File: src/rtl/addrdec_pkg.sv
// Shared types and constants for the bus address decoder.
//   state_t  : access sequencer states
//   region_t : decoded target region of an address
//   PAGE_BITS, SIMIF_ADDR : page index width and the simulator-interface address
package addrdec_pkg;

    typedef enum logic [1:0] {
        IDLE,
        ACCESS,
        ERR
    } state_t;

    typedef enum logic [1:0] {
        REG_NONE,
        REG_MEM,
        REG_IO,
        REG_SIMIF
    } region_t;

    localparam int unsigned PAGE_BITS  = 4;
    localparam logic [15:0] SIMIF_ADDR = 16'hFFFF;

endpackage

File: src/rtl/addrdec_map.sv
// Combinational address map: classifies an address into a region and,
// for I/O, produces the one-hot I/O select vector.
//   addr_q : address to classify
//   region : REG_NONE / REG_MEM / REG_IO / REG_SIMIF
//   io_sel : one-hot I/O select (page 15 -> bit 0), zero unless region is REG_IO
module addrdec_map
    import addrdec_pkg::*;
#(
    parameter int unsigned MEM_ADDR_SIZE = 32,
    parameter int unsigned MEM_PAGES     = 4,
    parameter int unsigned NR_IO         = 4
) (
    input  logic [MEM_ADDR_SIZE-1:0] addr_q,
    output region_t                  region,
    output logic [NR_IO-1:0]         io_sel
);

    // Page masks over the 16 one-hot page lines: memory occupies the low
    // pages, I/O the top NR_IO pages.
    localparam logic [15:0] MEM_MASK = 16'((32'd1 << MEM_PAGES) - 32'd1);
    localparam logic [15:0] IO_MASK  = 16'(~((32'd1 << (16 - NR_IO)) - 32'd1));

    logic [PAGE_BITS-1:0] page;
    logic [15:0]          page_oh;
    logic [NR_IO-1:0]     io_hit;
    logic                 in_range;
    logic                 mem_page;
    logic                 io_page;

    assign page     = addr_q[15:12];
    assign in_range = (addr_q[MEM_ADDR_SIZE-1:16] == '0);

    decoder #(
        .ADDR_SIZE(PAGE_BITS)
    ) u_page_dec (
        .addr(page),
        .sel (page_oh)
    );

    assign mem_page = |(page_oh & MEM_MASK);
    assign io_page  = |(page_oh & IO_MASK);

    // I/O select numbering runs downward from page 15.
    for (genvar g = 0; g < NR_IO; g++) begin : g_io
        assign io_hit[g] = page_oh[15-g];
    end

    always_comb begin
        region = REG_NONE;
        io_sel = '0;
        if (in_range) begin
            if (addr_q[15:0] == SIMIF_ADDR) begin
                region = REG_SIMIF;
            end else if (mem_page) begin
                region = REG_MEM;
            end else if (io_page) begin
                region = REG_IO;
                io_sel = io_hit;
            end
        end
    end

endmodule

File: src/rtl/decoder.sv
// Generic binary to one-hot decoder.
//   addr : ADDR_SIZE-bit binary index
//   sel  : 2**ADDR_SIZE one-hot output, bit addr set
module decoder #(
    parameter int unsigned ADDR_SIZE = 4
) (
    input  logic [ADDR_SIZE-1:0]      addr,
    output logic [(1<<ADDR_SIZE)-1:0] sel
);

    always_comb begin
        sel       = '0;
        sel[addr] = 1'b1;
    end

endmodule

File: src/rtl/addrdec2.sv
// Parametrised bus address decoder with access sequencing.
// Latches the request address, asserts one chip select for the access,
// inserts per-region wait states, honours slave_wait, and terminates each
// access with exactly one ack or err (unmapped address or timeout).
//   clk, reset    : clock, asynchronous active-high reset
//   addr, req     : request address and strobe
//   slave_wait    : selected slave extends the access
//   err_clr       : clears the sticky error flag
//   cs_mem, cs_io, cs_simif : chip selects, high only in ACCESS
//   ack, err      : single-cycle access termination
//   busy          : sequencer not idle
//   err_valid, err_addr : sticky error flag and last faulting address
module addrdec2
    import addrdec_pkg::*;
#(
    parameter int unsigned MEM_ADDR_SIZE = 32,
    parameter int unsigned MEM_PAGES     = 4,
    parameter int unsigned NR_IO         = 4,
    parameter int unsigned MEM_WS        = 0,
    parameter int unsigned IO_WS         = 1,
    parameter int unsigned TIMEOUT       = 15
) (
    input  logic                     clk,
    input  logic                     reset,
    input  logic [MEM_ADDR_SIZE-1:0] addr,
    input  logic                     req,
    input  logic                     slave_wait,
    input  logic                     err_clr,
    output logic                     cs_mem,
    output logic [NR_IO-1:0]         cs_io,
    output logic                     cs_simif,
    output logic                     ack,
    output logic                     err,
    output logic                     busy,
    output logic                     err_valid,
    output logic [MEM_ADDR_SIZE-1:0] err_addr
);

    localparam int unsigned CW = $clog2(TIMEOUT + 1);
    localparam logic [CW-1:0] MEM_WS_C = CW'(MEM_WS);
    localparam logic [CW-1:0] IO_WS_C  = CW'(IO_WS);
    localparam logic [CW-1:0] TO_LAST  = CW'(TIMEOUT - 1);

    if (MEM_ADDR_SIZE < 17) begin : g_bad_aw
        $error("addrdec2: MEM_ADDR_SIZE must be at least 17");
    end
    if (NR_IO < 1 || MEM_PAGES + NR_IO > 16) begin : g_bad_map
        $error("addrdec2: need NR_IO >= 1 and MEM_PAGES + NR_IO <= 16");
    end
    if (TIMEOUT <= MEM_WS || TIMEOUT <= IO_WS) begin : g_bad_to
        $error("addrdec2: TIMEOUT must exceed MEM_WS and IO_WS");
    end

    state_t                   state;
    logic [MEM_ADDR_SIZE-1:0] addr_q;
    logic [MEM_ADDR_SIZE-1:0] dec_addr;
    logic [CW-1:0]            ws_cnt;
    logic [CW-1:0]            to_cnt;
    region_t                  region;
    logic [NR_IO-1:0]         io_sel;
    logic                     in_access;

    // One decoder serves both phases: in IDLE it classifies the incoming
    // address to choose ACCESS or ERR; afterwards it decodes the latched
    // address that drives the selects. Selects are gated off in IDLE.
    assign dec_addr = (state == IDLE) ? addr : addr_q;

    addrdec_map #(
        .MEM_ADDR_SIZE(MEM_ADDR_SIZE),
        .MEM_PAGES    (MEM_PAGES),
        .NR_IO        (NR_IO)
    ) u_map (
        .addr_q(dec_addr),
        .region(region),
        .io_sel(io_sel)
    );

    assign in_access = (state == ACCESS);
    assign cs_mem    = in_access && (region == REG_MEM);
    assign cs_simif  = in_access && (region == REG_SIMIF);
    assign cs_io     = (in_access && (region == REG_IO)) ? io_sel : '0;
    assign ack       = in_access && (ws_cnt == '0) && !slave_wait;
    assign err       = (state == ERR);
    assign busy      = (state != IDLE);

    always_ff @(posedge clk or posedge reset) begin
        if (reset) begin
            state     <= IDLE;
            addr_q    <= '0;
            ws_cnt    <= '0;
            to_cnt    <= '0;
            err_valid <= 1'b0;
            err_addr  <= '0;
        end else begin
            // Later ERR-state assignment overrides a coincident clear.
            if (err_clr) begin
                err_valid <= 1'b0;
            end
            case (state)
                IDLE: begin
                    if (req) begin
                        addr_q <= addr;
                        to_cnt <= '0;
                        case (region)
                            REG_MEM: begin
                                ws_cnt <= MEM_WS_C;
                                state  <= ACCESS;
                            end
                            REG_IO, REG_SIMIF: begin
                                ws_cnt <= IO_WS_C;
                                state  <= ACCESS;
                            end
                            default: begin
                                state <= ERR;
                            end
                        endcase
                    end
                end
                ACCESS: begin
                    if (ws_cnt != '0) begin
                        ws_cnt <= ws_cnt - 1'b1;
                    end
                    to_cnt <= to_cnt + 1'b1;
                    if (ack) begin
                        state <= IDLE;
                    end else if (to_cnt == TO_LAST) begin
                        state <= ERR;
                    end
                end
                ERR: begin
                    err_addr  <= addr_q;
                    err_valid <= 1'b1;
                    state     <= IDLE;
                end
                default: begin
                    state <= IDLE;
                end
            endcase
        end
    end

endmodule

File: config.mk
export PLATFORM = sky130hd
export DESIGN_NAME = addrdec2
export DESIGN_NICKNAME = d
export VERILOG_FILES = /design/src/rtl/addrdec_pkg.sv /design/src/rtl/addrdec_map.sv /design/src/rtl/decoder.sv /design/src/rtl/addrdec2.sv
export SDC_FILE = /design/constraint.sdc
export NUM_CORES = 1
export LEC_CHECK = 0
export CORE_MARGIN = 4
export CORE_UTILIZATION = 53
export DETAILED_ROUTE_END_ITERATION = 8
export PLACE_DENSITY_LB_ADDON = 0.1
export SETUP_SLACK_MARGIN = 0.05
export SYNTH_ARGS = -nofsm -noshare
export SYNTH_HDL_FRONTEND = slang
export SYNTH_SLANG_ARGS = --single-unit
File: constraint.sdc
create_clock -name clk -period 7.1 [get_ports clk]
set_input_delay 1.42 -clock clk [delete_from_list [all_inputs] [get_ports clk]]
set_output_delay 1.42 -clock clk [all_outputs]
set_load 0.02 [all_outputs]
==> Yosys cells after proc, flatten, opt, wreduce, memory -nomap -nowiden <==
Cells that the tools add are included.
{ "totals": {"out_inout_bits": 42, "wordCells": 68, "ff_bits": 75} }
{ "classes": {"n_lt_le_gt_ge": 2, "reduce_logical": 22, "n_eq_ne": 11, "n_addsub": 2, "muxes": 25} }
{ "op_table": {"columns": ["op", "count"], "rows": [
  ["two-way mux 32 bit", 1],
  ["two-way mux 4 bit", 8],
  ["case mux 4 bit (2 select lines)", 3],
  ["equality test 16 bit (second input constant)", 1],
  ["logical NOT 16 bit", 1],
  ["two-way mux 2 bit", 8],
  ["OR reduction 4 bit", 2],
  ["equality test 2 bit (second input constant)", 3],
  ["logical AND 1 bit", 6],
  ["AND reduction 2 bit", 3],
  ["nonzero test 2 bit", 3],
  ["less-than comparator 4 x 5 -> 1 bit (second input constant)", 1],
  ["adder 4 x 1 -> 4 bit (second input constant)", 1],
  ["demux 1 bit (select 4 bit)", 1],
  ["equality test 2 x 1 -> 1 bit (second input constant)", 2],
  ["equality test 4 bit (second input constant)", 1],
  ["greater-or-equal comparator 4 x 1 -> 1 bit (second input constant)", 1],
  ["logical NOT 4 bit", 1],
  ["case mux 2 bit (2 select lines)", 1],
  ["AND reduction 4 bit", 1],
  ["nonzero test 4 bit", 1],
  ["subtractor 4 x 1 -> 4 bit (second input constant)", 1],
  ["two-way mux 1 bit", 3],
  ["inequality test 3 x 1 -> 1 bit (second input constant)", 1],
  ["7 further kinds", 7]
]} }

==> Depth between registers and ports, before layout <==
Gate-level depths: netlist of run 1.
{ "depth": {"depth_word": 16, "mapped_depth": 6, "mapped_depth_nobuf": 6} }

==> By module <==
From an unflattened synthesis of run 1, not the netlist that was laid out.
{ "hier_totals": {"hier_cells": 285, "area_unflattened_um2": 3866.2} }
{ "modules_own_cells": {"columns": ["mod", "area_each_um2", "seq_area_each_um2", "n_inst", "cells_per_inst"], "rows": [
  ["addrdec2", 3500.9, 1876.8, 1, 242],
  ["decoder", 226.5, 0.0, 1, 20],
  ["addrdec_map", 138.9, 0.0, 1, 23]
]} }

==> Worst setup path before layout of run 1 <==
OpenSTA, ideal clock, no wires.
{ "synth_timing": {"path_type": "input to output", "from": "input addr[7]", "to": "output cs_simif", "stages": 4, "t_arrival_ns": 2.338, "path_slack_ns": 3.342, "n_path_buf": 0, "cell_sequence": "nand4_1 -> nor4_4 -> o21ai_0 -> a21oi_1"} }
{ "synth_via": {"elab_chain_cells": 6} }
{ "synth_rtl": {"columns": ["element", "line", "rtl"], "rows": [
  ["start, declared", "addrdec2.sv:25", "input logic [MEM_ADDR_SIZE-1:0] addr,"],
  ["two-way mux 32 bit", "addrdec2.sv:66", "assign dec_addr = (state == IDLE) ? addr : addr_q;"],
  ["equality test 16 bit", "addrdec_map.sv:52", "if (addr_q[15:0] == SIMIF_ADDR) begin"],
  ["two-way mux 2 bit", "addrdec_map.sv:52", null],
  ["two-way mux 2 bit", "addrdec_map.sv:51", "if (in_range) begin"],
  ["equality test 2 bit", "addrdec2.sv:80", "assign cs_simif = in_access && (region == REG_SIMIF);"],
  ["logical AND 1 bit", "addrdec2.sv:80", null],
  ["end, declared", "addrdec2.sv:31", "output logic cs_simif,"]
]} }
No other way between the ends.

==> Final worst setup path of run 1 <==
{ "layout_timing": {"from": "input addr[5]", "to": "output cs_simif"} }
Same word-level chain as after synthesis.

==> run metrics, run 1 <==
PostCTS Resize Cnt 0; # IOs 79; Hold WS 0.487 ns; RePlAce Congestion 0.795; Simple-Gate Fraction of Synth Area 12.4%; flop and latch count out of synthesis 75; Wirelength per Cell 18.0 µm; slew of the pin with the lowest slew margin 1.01 ns; clock latency at the later pin of the worst-skew pair 0.35 ns; Worst Path Max Fanout 2; Req. time, crit path 5.68 ns; Max-Cap Viols 0; top_reg_cell synth dfrtp_1; CTS tree built; CP Capture Type output port; Syn Inst Count 254; vias 2,375; sequential share of power 46.0%; critical path arrival 3.27 ns; Synth Area per Inst 13.3 µm²; largest cells by area after synthesis dfrtp_1 (56%), mux2_2 (21%), nor4_1 (1.7%), ha_1 (1.5%), nand4_1 (1.1%); share of layout cells above drive strength 1 27.7%; Compound-Gate Fraction of Synth Area 5.69%; Startpoint Class input port; Total Wirelength 7470 µm; Synth Area in Adders 1.49%; setup TNS 0 ns; CP cell instances clkdlybuf4s50_1 -> nand4_1 -> nor4_4 -> o21ai_0 -> a21oi_1 -> clkdlybuf4s50_1; hold depth 1; mux contribution to synthesized area 22.0%; endpoints failing hold 0; XOR/XNOR Fraction of Synth Area 0.260%; Internal 864 µW; cell taking the most area after synthesis dfrtp_1; Pre-Repair DR Iteration Count 4; core area 0.00603 mm²; fmax 0.213 GHz; DRC 0; clock group share of total power 28.6%; vias in the first global route 2,527; Pins Over Slew Limit 0; first-pass GRT wire length 12,300 µm; drt initial violations 140; Detailed Place HPWL 5260 µm; placement row count 28; sw frac 28.8%; Slew Limit Headroom 32.2%; H-tree Lvls 3; worst stage delay on the critical path 0.61 ns; total congestion overflow 0; IO buf count 78; Die Height 87.7 µm; Tot Pwr 1210 µW; mean number of vias per cell 5.74; largest net degree at the start of global routing 76; Post-Syn Nets 295; maximum VDD drop 0.225 mV; TritonCTS Buffers 9; leak pwr 0.00177 µW; main combinational cell family by area after synthesis multiplexers; Starting Density 55.9%; layout filler cell count 423; Reg2Reg Depth 2; GRT Total Usage 21.2%; RSZ-0062 raised after global routing false; min Tclk post-route 4.69 ns; # hold bufs at CTS 0; Layout Nets 375; Reg clk slew, reported paths 0.07 ns; combinational share of power 25.4%; root buf cell clkbuf_8; post-synthesis sequential area ratio 55.8%; top-area cell type share of the netlist area 55.8%; CP max-delay cell clkdlybuf4s50_1; Async SR Flop Fraction 100%; antenna violations before repair 0; ANT nets after route 0; fin util 73.2%; clock sink total 75; maximum clock insertion buffer count 2; final setup fails 0; Tcrit/Tclk final 66.1%; switching power 350 µW; Layout area overhead 31.0%; ant diodes 0; Hold Path Class register to register; pwr/cell area 275 mW/mm²; most used cell, CP clkdlybuf4s50_1; run status finished, final reports clean; Post-synth EDFFs 0; Die ar. 0.00769 mm²; Cell Area, Synth 0.00337 mm²; setup bufs post-CTS 0; Yosys Warn Count 0; CP Class input port to output port; Yosys cell types 42; Die X 87.7 µm; Clock Skews 0.00777 ns
## stage by stage
step                      setup WS (ns)  cell area (µm²)  cells
after CTS                          2.38             4410    414
after global routing               2.25             4410    414
after floorplan                    3.34             3370    254
final                              2.41             4410    414
after detailed placement           2.38             4200    398
after global placement             2.43             4200    398
## kinds of logic after synthesis
family | Yosys count
flip-flops | 75
XOR/XNOR | 1
multiplexers | 66
AO/OA/AOI/OAI | 28
buffers and inverters | 16
adder cells (fa/ha/maj) | 4
AND/OR/NAND/NOR | 64
## power by group through the flow
stage	Clock [µW]	Combinational, µW	Sequential [µW]
floorplan	0	117	609
detailed placement	0	311	567
global route	370	330	570
finish	348	308	559
global placement	0	306	563
CTS	353	313	559
## layout by cell type, fill, tap and decap left out, types with 3 or more instances in the layout
cell,Yosys,routed
nor2_1,8,8
clkbuf_8,0,12
nand4_1,6,6
nor4_1,9,9
ha_1,4,4
a21oi_1,6,6
nand3b_1,4,4
inv_1,5,4
nand3_1,6,6
nand2b_1,3,3
o211ai_1,5,5
clkdlybuf4s50_1,0,78
nand2_1,9,9
o21ai_0,6,6
mux2_2,64,64
dfrtp_1,75,75
o31ai_1,4,4
## registers in the layout, indices dropped and copies added (netlist names)
| register | count |
|---|---|
| to_cnt | 4 |
| state | 2 |
| ws_cnt | 4 |
| addr_q | 32 |
| err_valid | 1 |
| err_addr | 32 |
## critical path, delay by kind of cell
kind | cells | cell delay (ns)
AND/OR/NAND/NOR | 2 | 0.49
buffers and inverters | 2 | 1.08
AO/OA/AOI/OAI | 2 | 0.28
## path summary, 6_finish.rpt
kind	from	to	slack (ns)
setup / recovery	addr[5]	cs_simif	2.41
hold reg to reg	err_valid$_DFFE_PP0P_	err_valid$_DFFE_PP0P_	0.49
min in group asynchronous	reset	err_addr[13]$_DFFE_PP0P_	1.65
setup reg to reg	state[1]$_DFFE_PP0P_	err_addr[10]$_DFFE_PP0P_	5.01
max in group asynchronous	reset	addr_q[17]$_DFFE_PP0P_	4.82
hold / removal	err_valid$_DFFE_PP0P_	err_valid$_DFFE_PP0P_	0.49
## routing by layer
metal | part of all wire, % | vias up | global-route usage (%) | wire, µm
met4 | 2.0 | 0 | 10.0 | 149
met5 | 0 | - | 0 | 0
li1 | - | 1099 | - | -
met2 | 49 | 55 | 33.8 | 3660
met3 | 4.0 | 12 | 4.05 | 295
met1 | 45 | 1209 | 27.9 | 3360
## layout make-up
type / instances / area [µm²] / area share, %
sequential: 75 / 1880 / 42.6
inverter: 6 / 22.5 / 0.511
multi-input combinational: 163 / 1420 / 32.1
timing repair buffer: 79 / 788 / 17.9
clock inverter: 4 / 47.5 / 1.08
tap: 75 / 93.8 / 2.13
clock buffer: 12 / 165 / 3.74
## synth_stat cells (4+ instances only)
cell	n
a21oi_1	6
nand3_1	6
nor2_1	8
nand3b_1	4
inv_1	5
ha_1	4
buf_2	6
o21ai_0	6
nor4_1	9
nand2_1	9
o211ai_1	5
mux2_2	64
nand4_1	6
dfrtp_1	75
o31ai_1	4
(Power assumes the default switching activity.)
==> inputs of run 2 (changes only) <==
--- a/config.mk
+++ b/config.mk
@@ -6,7 +6,7 @@
 export NUM_CORES = 1
 export LEC_CHECK = 0
 export CORE_MARGIN = 4
-export CORE_UTILIZATION = 53
+export CORE_UTILIZATION = 45
 export DETAILED_ROUTE_END_ITERATION = 8
 export PLACE_DENSITY_LB_ADDON = 0.1
 export SETUP_SLACK_MARGIN = 0.05
==> constraint.sdc (replaced) <==
create_clock -name clk -period 4.15 [get_ports clk]
set_input_delay 0.83 -clock clk [delete_from_list [all_inputs] [get_ports clk]]
set_output_delay 0.83 -clock clk [all_outputs]
set_load 0.02 [all_outputs]
==> run 2 against run 1 <==
Net effect: design area is 0.14% higher; hold slack lost 0.0058 ns; combinational power is 70% higher; non-clock buffer count grew 1; via count down 0.88%; flip-flop and latch count unchanged; clock-buffer cell count is 1 lower; utilization fell by 12 points; die area increased by 16%; first-iteration DRC count decreased by 30%; cell count is 5.6% higher; largest power group unchanged.
==> run metrics, run 2 (synthesis gave the netlist of run 1 again) <==
RSZ-0062 raised after global routing false; Layout area overhead 31.2%; commonest non-fill, non-tap cell in the layout clkdlybuf4s50_1; clock sink total 75; switching power 570 µW; Pre-Repair DR Iteration Count 4; total congestion overflow 0; first-pass GRT wire length 12,200 µm; area of the multi-input gates 0.00142 mm²; clock latency at the later pin of the worst-skew pair 0.34 ns; pwr/cell area 455 mW/mm²; sw frac 28.4%; Hold Startpoint err_valid$_DFFE_PP0P_; DRC 0; top flop regs addr_q: 32 flops, err_addr: 32 flops; share of layout cells above drive strength 1 27.2%; Hold WS 0.481 ns; Layout Nets 376; combinational share of power 26.0%; DP Worst Slack 0.584 ns; slew of the pin with the lowest slew margin 0.912 ns; Die X 94.5 µm; WHS Endpoint err_valid$_DFFE_PP0P_; leak pwr 0.00176 µW; GRT Total Usage 18.0%; fmax 0.279 GHz; critical path arrival 2.75 ns; layout filler cell count 605; Die Height 94.5 µm; maximum clock insertion buffer count 2; final worst-path setup slack 0.565 ns; Reg clk slew, reported paths 0.07 ns; vias in the first global route 2,486; mean number of vias per cell 5.39; Total Wirelength 7420 µm; Clock Skews 0.00535 ns; run status finished, final reports clean; vias 2,354; Wirelength per Cell 17.0 µm; clock group share of total power 26.6%; maximum VDD drop 0.213 mV; largest net degree at the start of global routing 76; root buf cell clkbuf_8; RePlAce Congestion 0.828; hold depth 1; Hold Path Class register to register; Reg2Reg Setup Slack 2.12 ns; commonest cells after routing, fill and taps aside clkdlybuf4s50_1 (78), dfrtp_1 (75), mux2_2 (64); min Tclk post-route 3.58 ns; register area 0.00188 mm²; # IOs 79; Detailed Place HPWL 5200 µm; Die ar. 0.00893 mm²; CTS tree built; setup TNS 0 ns; sequential share of power 47.3%; Startpoint Class input port; final setup fails 0; R2R Path End ws_cnt[0]$_DFFE_PP0P_; TritonCTS Buffers 9; Req. time, crit path 3.32 ns; setup bufs post-CTS 0; CP Class input port to output port; Reg2Reg Depth 4; worst r2r src state[0]$_DFFE_PP0P_; core area 0.00725 mm²; Max-Cap Viols 0; ant diodes 0; Pins Over Slew Limit 0; H-tree Lvls 3; Tcrit/Tclk final 86.4%; endpoints failing hold 0; ANT nets after route 0; drt initial violations 98; Slew Limit Headroom 39.2%; Starting Density 46.4%; placement row count 31; # hold bufs at CTS 0; IO buf count 78; Worst Path Max Fanout 2; PostCTS Resize Cnt 0; Internal 1440 µW; CP Capture Type output port; antenna violations before repair 0
run 2: how the worst max path moves through the flow:
stage                         from               endpoint  slack [ns]  depth (start not counted)
final                     addr[11]               cs_simif        0.57                          6
after global placement     addr[7]               cs_simif        0.57                          6
after CTS                  addr[7]               cs_simif        0.56                          6
after floorplan              reset  addr_q[0]$_DFFE_PP0P_        1.41                          1
after global routing      addr[11]               cs_simif        0.45                          6
after detailed placement   addr[7]               cs_simif        0.58                          6
run 2: area by class of cell:
| type | count | area share, % |
|---|---|---|
| Tap cell | 99 | 2.80 |
| Inverter | 6 | 0.510 |
| Timing Repair Buffer | 80 | 18.0 |
| Clock inverter | 3 | 0.907 |
| Sequential cell | 75 | 42.5 |
| Clock buffer | 11 | 3.20 |
| Multi-Input combinational cell | 163 | 32.1 |
run 2: routing by layer:
metal  global-route usage (%)  routed length, µm  share of wire [%]  vias to the layer above
met4                     8.17                127                1.7                        0
li1                         -                  -                  -                     1098
met1                     25.5               3430                 46                     1181
met3                     4.22                404                5.4                       10
met5                        0                  0                  0                        -
met2                     26.2               3460                 47                       65
run 2: worst max-delay path, stage by stage:
cell and delay, ns:
clkdlybuf4s50_1 0.49, nand4_1 0.18, nor4_4 0.28, o21ai_0 0.13, a21oi_1 0.21, clkdlybuf4s50_1 0.63
run 2: power by group through the flow:
stage	sequential [µW]	combinational (µW)	clock, µW
after floorplan	1040	200	0
after global placement	963	525	0
after detailed placement	966	531	0
after CTS	953	533	550
after global routing	974	564	582
final	952	524	535
run 2: through the flow:
step | total power, µW | utilization [%] | area [µm²] | std cells
floorplan | 1240 | - | 3370 | 254
global placement | 1490 | 58.4 | 4240 | 423
detailed placement | 1500 | 58.4 | 4240 | 423
CTS | 2040 | 60.9 | 4420 | 437
global route | 2120 | 60.9 | 4420 | 437
finish | 2010 | 60.9 | 4420 | 437
